File: src/rtl/srambank_ctrl.sv
// In-order request FIFO in front of NBANK single-word SRAM banks.
// Reads return through a one-deep valid/ready response slot.
module srambank_ctrl #(
  parameter int DATA   = 18,
  parameter int NBANK  = 4,
  parameter int BANK_W = 3,
  parameter int DEPTH  = 4
) (
  input  logic                  i_clk,
  input  logic                  i_rst_n,
  input  logic                  i_req_valid,
  output logic                  o_req_ready,
  input  logic                  i_req_we,
  input  logic [BANK_W-1:0]     i_req_bank,
  input  logic [DATA-1:0]       i_req_wdata,
  output logic [NBANK-1:0]      o_bank_sel,
  output logic                  o_read_en,
  output logic                  o_write_en,
  output logic [DATA-1:0]       o_write_data,
  input  logic [NBANK*DATA-1:0] i_bank_rdata,
  output logic                  o_rsp_valid,
  input  logic                  i_rsp_ready,
  output logic [DATA-1:0]       o_rsp_data,
  output logic                  o_rsp_err
);

  localparam int AW = (DEPTH > 1) ? $clog2(DEPTH) : 1;
  localparam int EW = 1 + BANK_W + DATA;

  logic [EW-1:0]     fifo_q [DEPTH];
  logic [AW-1:0]     wr_ptr;
  logic [AW-1:0]     rd_ptr;
  logic [AW:0]       count;
  logic              full;
  logic              empty;
  logic              push;
  logic              pop;
  logic              head_we;
  logic [BANK_W-1:0] head_bank;
  logic [DATA-1:0]   head_wdata;
  logic              head_ok;
  logic              issue;
  logic              rd_issue;
  logic              rsp_valid;
  logic              rsp_err;
  logic [BANK_W-1:0] rsp_bank;

  assign full  = (count == (AW+1)'(DEPTH));
  assign empty = (count == '0);
  assign {head_we, head_bank, head_wdata} = fifo_q[rd_ptr];
  assign head_ok = ({1'b0, head_bank} < (BANK_W+1)'(NBANK));

  // Writes never need the response slot, so only reads can block the head.
  assign issue    = !empty && (head_we || !rsp_valid || i_rsp_ready);
  assign rd_issue = issue && !head_we;
  assign push     = i_req_valid && !full;
  assign pop      = issue;

  assign o_req_ready  = !full;
  assign o_write_data = head_wdata;
  assign o_rsp_valid  = rsp_valid;
  assign o_rsp_err    = rsp_err;

  always_ff @(posedge i_clk) begin
    if (push) begin
      fifo_q[wr_ptr] <= {i_req_we, i_req_bank, i_req_wdata};
    end
  end

  always_ff @(posedge i_clk or negedge i_rst_n) begin
    if (!i_rst_n) begin
      wr_ptr <= '0;
      rd_ptr <= '0;
      count  <= '0;
    end else begin
      if (push) wr_ptr <= wr_ptr + 1'b1;
      if (pop)  rd_ptr <= rd_ptr + 1'b1;
      unique case ({push, pop})
        2'b10:   count <= count + 1'b1;
        2'b01:   count <= count - 1'b1;
        default: count <= count;
      endcase
    end
  end

  always_ff @(posedge i_clk or negedge i_rst_n) begin
    if (!i_rst_n) begin
      rsp_valid <= 1'b0;
      rsp_err   <= 1'b0;
      rsp_bank  <= '0;
    end else begin
      if (rd_issue) begin
        rsp_valid <= 1'b1;
        rsp_err   <= !head_ok;
        rsp_bank  <= head_bank;
      end else if (i_rsp_ready) begin
        rsp_valid <= 1'b0;
      end
    end
  end

  always_comb begin
    o_bank_sel = '0;
    o_read_en  = 1'b0;
    o_write_en = 1'b0;
    if (issue && head_ok) begin
      o_read_en  = !head_we;
      o_write_en = head_we;
      for (int k = 0; k < NBANK; k++) begin
        o_bank_sel[k] = (head_bank == BANK_W'(k));
      end
    end
  end

  always_comb begin
    o_rsp_data = '0;
    for (int k = 0; k < NBANK; k++) begin
      if (!rsp_err && rsp_bank == BANK_W'(k)) begin
        o_rsp_data = i_bank_rdata[k*DATA +: DATA];
      end
    end
  end

endmodule

File: config.mk
export PLATFORM = sky130hd
export DESIGN_NAME = srambank_ctrl
export DESIGN_NICKNAME = d
export VERILOG_FILES = /design/src/rtl/srambank_ctrl.sv
export SDC_FILE = /design/constraint.sdc
export NUM_CORES = 1
export LEC_CHECK = 0
export CAP_MARGIN = 40
export CORE_ASPECT_RATIO = 0.5
export CORE_UTILIZATION = 50
export DETAILED_ROUTE_END_ITERATION = 12
export GPL_TIMING_DRIVEN = 0
export PLACE_DENSITY_LB_ADDON = 0.3
export SYNTH_ARGS = -nofsm -noshare
export SYNTH_HDL_FRONTEND = slang
export SYNTH_SLANG_ARGS = --single-unit
File: constraint.sdc
create_clock -name i_clk -period 3.6 [get_ports i_clk]
set_input_delay 0.72 -clock i_clk [delete_from_list [all_inputs] [get_ports i_clk]]
set_output_delay 0.72 -clock i_clk [all_outputs]
set_load 0.01 [all_outputs]
After elaboration in Yosys (flattened, before gate mapping)

Memories as Yosys holds them, arrays and structs flattened.
Index checks and enable logic that the tools add are counted.

Add/sub/neg operators: 4
Muxes and demuxes: 12
Reduce and logical (&&, ||, !) cells: 21
$lt $le $gt $ge: 1
Eq/ne operators: 9

Operators by type and width:

| operator                                                            | count |
|---|---|
| 18-bit two-way mux                                                  | 4 |
| 3-bit by 2-bit == test with 1-bit output (second input constant)    | 4 |
| 3-bit logical NOT                                                   | 3 |
| 1-bit logical AND                                                   | 8 |
| 3-bit by 1-bit == test with 1-bit output (second input constant)    | 2 |
| 1-bit logical NOT                                                   | 6 |
| 1-bit two-way mux                                                   | 6 |
| 3-bit one-hot mux with 2 select lines                               | 1 |
| 2-bit by 1-bit adder with 2-bit output (second input constant)      | 2 |
| 4-bit two-way mux                                                   | 1 |
| 2-bit nonzero test                                                  | 2 |
| 3-bit by 1-bit adder with 3-bit output (second input constant)      | 1 |
| 3-bit == test (second input constant)                               | 1 |
| 3-bit less-than comparator (second input constant)                  | 1 |
| 3-bit by 1-bit subtractor with 3-bit output (second input constant) | 1 |
| 2-bit by 1-bit == test with 1-bit output (second input constant)    | 1 |
| 2-bit == test (second input constant)                               | 1 |
| 1-bit logical OR                                                    | 2 |

Register bits: 12
Output and inout bits: 45
Bits in writable memories: 88
Bits of input ports: 98
Memories: 1
Logic and storage cells: 54

Memory list:

| name   | words | bits a word | rd ports | clocked after memory_dff | wr ports | line | source |
|---|---|---|---|---|---|---|---|
| fifo_q | 4     | 22          | 1        | 0                        | 1        | 30   | `logic [EW-1:0] fifo_q [DEPTH];` |

Longest topological paths before layout

Word-level depth: 6
Depth in mapped cells: 10
Gate-level depth less buffers: 10

Worst setup path after synthesis

No wires, ideal clock.

Kind: input-to-output
From: input i_rsp_ready
To: output o_bank_sel[2]
Required time: 2880 ps
Slack: 1064 ps
Data arrival time: 1816 ps
Buffers on the path: 0
Cell stages on the path: 4
Cells stage by stage: nand2b_1 a2111oi_0 a311oi_1 nor4bb_1

Longest elaborated chain between the ends: 4

RTL lines:

| item              | line | source |
|---|---|---|
| start, declared   | 22   | `input logic i_rsp_ready,` |
| 1-bit logical OR  | 54   | `assign issue = !empty && (head_we \|\| !rsp_valid \|\| i_rsp_ready);` |
| 1-bit logical AND | 54   |  |
| 1-bit logical AND | 106  | `if (issue && head_ok) begin` |
| 4-bit two-way mux | 106  |  |
| end, declared     | 16   | `output logic [NBANK-1:0] o_bank_sel,` |

Every way passes these cells.

Worst setup path after layout

From: input i_rsp_ready
To: output o_bank_sel[3]

The elaborated chain is that of the path after synthesis.

==> results by group <==
Status
  • Run status: completed

Timing
  • Peak Freq: 0.286 GHz
  • Max-slew violation total from the final report: 0
  • Maximum clock skew at final layout: 14.7 ps
  • Final cycle utilization of the critical path: 0.972
  • Setup repair after global routing missed its margin: no
  • Total count of hold-check failures in the final report: 0
  • Worst slack on hold paths: 549 ps
  • Clock period minus final worst setup slack: 3500 ps
  • Setup violation total in the final timing report: 0
  • Transition time at the pin with the least slew margin: 720 ps
  • Rel. slew slack: 0.520

Power
  • Power density over cell area: 794 mW/mm²
  • Worst-case vdd ir drop: 0.502 mV
  • Switching share of power: 0.316
  • Combinational fraction of design power: 0.481
  • Internal power summed over all cells: 0.00348 W
  • Part of the total power dissipated in the clock network: 0.196
  • Static leakage: 2.25 nW
  • Fraction of power consumed by sequential logic: 0.323
  • Net switching power of the design: 0.00161 W

Worst hold path
  • Type of the worst min-delay path: flop to flop

GRT
  • Antenna violations before repair: 0
  • Met3 track demand over resource in global routing: 0.0770
  • Maximum number of pins on one net before global-route repair: 20
  • GRT Overall Usage: 0.232
  • Met1 routing resource usage after global routing: 0.269
  • Layer with the highest usage: met2
  • Met2 Resource Use GR: 0.401
  • Total congestion overflow: 0
  • Wire length of the first global-routing pass: 14.9 mm
  • Number of global-route vias before repair: 2740

Routing
  • Total wire length after detailed routing: 10.3 mm
  • Vias: 2730
  • DR DRC count: 0
  • Detailed-route vias per instance: 5.52
  • Pre-antenna DRT Iters: 4
  • Detailed Route Iter0 Violations: 141
  • Average detailed-routed wire length per instance: 20.7 µm
  • Final antenna-violating net count: 0

Place
  • Routability cong.: 0.888
  • Input/output buffers: 142
  • DP Cell Count: 478
  • DPL Wire Length: 7.49 mm

Synth
  • Fraction of registers with async set or reset after synthesis: 0.111
  • Seq cells post-synth: 99
  • Sequential-to-total area share from yosys stat: 0.661
  • Top flip-flop cell by instance count after synthesis: sky130_fd_sc_hd__edfxtp_1
  • Post-synth EDFFs: 88
  • Instance count of the mapped netlist: 220
  • YS warnings: 0
  • Synthesized cell area: 0.00442 mm²
  • Post-Syn Nets: 324
  • Average cell area after synthesis: 20.1 µm²
  • Count of cell types in the netlist: 36

Final layout
  • Total Nets Final: 482
  • Area Overhead vs Synth: 45.0%
  • Layout Cells excl Fill: 495
  • Commonest non-fill, non-tap cell in the layout: sky130_fd_sc_hd__clkdlybuf4s50_1
  • Filler cell count: 467
  • Most frequent cells in the layout: sky130_fd_sc_hd__clkdlybuf4s50_1 (141), sky130_fd_sc_hd__edfxtp_1 (88), sky130_fd_sc_hd__mux4_2 (39)
  • Antenna fix cells: 0
  • Share of cells above drive strength 1: 0.196

Worst setup path
  • Startpoint types: input pin
  • Kind of critical path: input pin to output port
  • Required time of the worst setup path: 2880 ps
  • Setup slack, reg-to-reg: 1080 ps
  • WP data arrival: 2780 ps
  • Maximum fanout count along the critical path: 6
  • Worst setup EP type: output port

Clock tree
  • Cts hold-fix bufs: 0
  • Clock insertion delay at the later pin of the skew report: 350 ps
  • Clock transition at the registers of the reported paths: 60 ps
  • Worst-case clock buffer depth: 2
  • Sinks on the clock net: 99
  • Clock root cell: sky130_fd_sc_hd__clkbuf_16
  • Clock tree from TritonCTS: done
  • H-tree depth reported by CTS: 3
  • Clock buffers created by TritonCTS: 9

Die
  • Count of boundary I/O pins: 143
  • DIE AREA: 0.00924 mm²
  • Height of the chip: 68.5 µm
  • Starting density of the core: 0.533
  • Area inside the core boundary: 0.00829 mm²
  • Cell Rows: 23
  • Width of the die: 135 µm

Run
  • Max cap viols: 0
Yosys cell counts, types with 2 or more instances:
master / instances / share of area
sky130_fd_sc_hd__nor2b_1: 20 / 0.028
sky130_fd_sc_hd__mux2i_1: 2 / 0.0045
sky130_fd_sc_hd__nor2_1: 3 / 0.0025
sky130_fd_sc_hd__o211ai_1: 2 / 0.0034
sky130_fd_sc_hd__ha_1: 5 / 0.014
sky130_fd_sc_hd__clkbuf_1: 3 / 0.0025
sky130_fd_sc_hd__nand2_1: 3 / 0.0025
sky130_fd_sc_hd__xnor2_1: 2 / 0.0040
sky130_fd_sc_hd__buf_4: 2 / 0.0034
sky130_fd_sc_hd__inv_1: 6 / 0.0051
sky130_fd_sc_hd__and3_1: 5 / 0.0071
sky130_fd_sc_hd__edfxtp_1: 88 / 0.60
sky130_fd_sc_hd__mux2_4: 3 / 0.010
sky130_fd_sc_hd__dfrtp_1: 11 / 0.062
sky130_fd_sc_hd__nor3_1: 2 / 0.0023
sky130_fd_sc_hd__buf_2: 3 / 0.0034
sky130_fd_sc_hd__mux4_2: 39 / 0.20
sky130_fd_sc_hd__xor2_1: 3 / 0.0060
metal layers:
| layer | vias to the layer above | wire length, µm |
|---|---|---|
| met1 | 1395 | 4190 |
| met2 | 102 | 5140 |
| li1 | 1213 | - |
| met3 | 20 | 725 |
| met4 | 0 | 204 |
| met5 | - | 0 |
final timing paths:
check | start | end | cells after the start
worst max-delay path | i_rsp_ready | o_bank_sel[3] | 6
worst min-delay path | count[2]$_DFFE_PN0P_ | count[2]$_DFFE_PN0P_ | 1
worst max register to register | rd_ptr[1]$_DFFE_PN0N_ | count[2]$_DFFE_PN0P_ | 10
worst min register to register | count[2]$_DFFE_PN0P_ | count[2]$_DFFE_PN0P_ | 1
max in group asynchronous | i_rst_n | count[2]$_DFFE_PN0P_ | 1
min in group asynchronous | i_rst_n | wr_ptr[0]$_DFFE_PN0P_ | 1
logic make-up after synthesis:
logic type               synth area share
multiplexers                        0.222
AO/OA/AOI/OAI                     0.00850
XOR/XNOR                          0.00992
buffers and inverters              0.0190
adder cells (fa/ha/maj)            0.0187
flip-flops                          0.661
AND/OR/NAND/NOR                    0.0612
timing repair:
action | in CTS | in global routing
setup buffers | 0 | 1
pin swaps | 0 | 1
endpoints found under the setup margin | 4 | 1
resized for setup | 2 | 2
state kept, by name, summed over array words and instances, names as in the netlist:
register / flops
rsp_bank: 2
rd_ptr: 2
fifo_q: 88
o_rsp_valid: 1
wr_ptr: 2
count: 3
o_rsp_err: 1
critical path, stage by stage:
cell                              delay [ps]
sky130_fd_sc_hd__clkdlybuf4s50_1         470
sky130_fd_sc_hd__nand2b_1                200
sky130_fd_sc_hd__a2111oi_1               100
sky130_fd_sc_hd__a311oi_2                490
sky130_fd_sc_hd__and4b_1                 260
sky130_fd_sc_hd__clkdlybuf4s50_1         540
per-stage QoR:
stage,total power (W),instance area [µm²],worst slack [ps],setup TNS (ps),utilization
floorplan,0.00303,4420,1060,0,-
global placement,0.00394,5980,-66.3,-80.9,0.721
detailed placement,0.00410,6060,-179,-464,0.732
CTS,0.00511,6390,53.3,0,0.771
global route,0.00533,6400,20.1,0,0.773
finish,0.00509,6400,102,0,0.773
power by group through the flow:
stage,clock (W),sequential (W),combinational (W)
CTS,0.00101,0.00165,0.00245
global placement,0,0.00165,0.00229
finish,0.000997,0.00164,0.00245
global route,0.00106,0.00167,0.00261
floorplan,0,0.00164,0.00139
detailed placement,0,0.00167,0.00243
final cells by class:
class                           count  area, µm²  area share
Sequential cell                    99       2920       0.456
Timing Repair Buffer              147       1520       0.237
Multi-Input combinational cell    104       1430       0.223
Clock buffer                        9        225      0.0352
Tap cell                          112        140      0.0219
Clock inverter                      7       91.3      0.0143
Buffer                             11       61.3     0.00957
Inverter                            6       22.5     0.00352
Note: power is estimated with default switching activity, not from simulation.
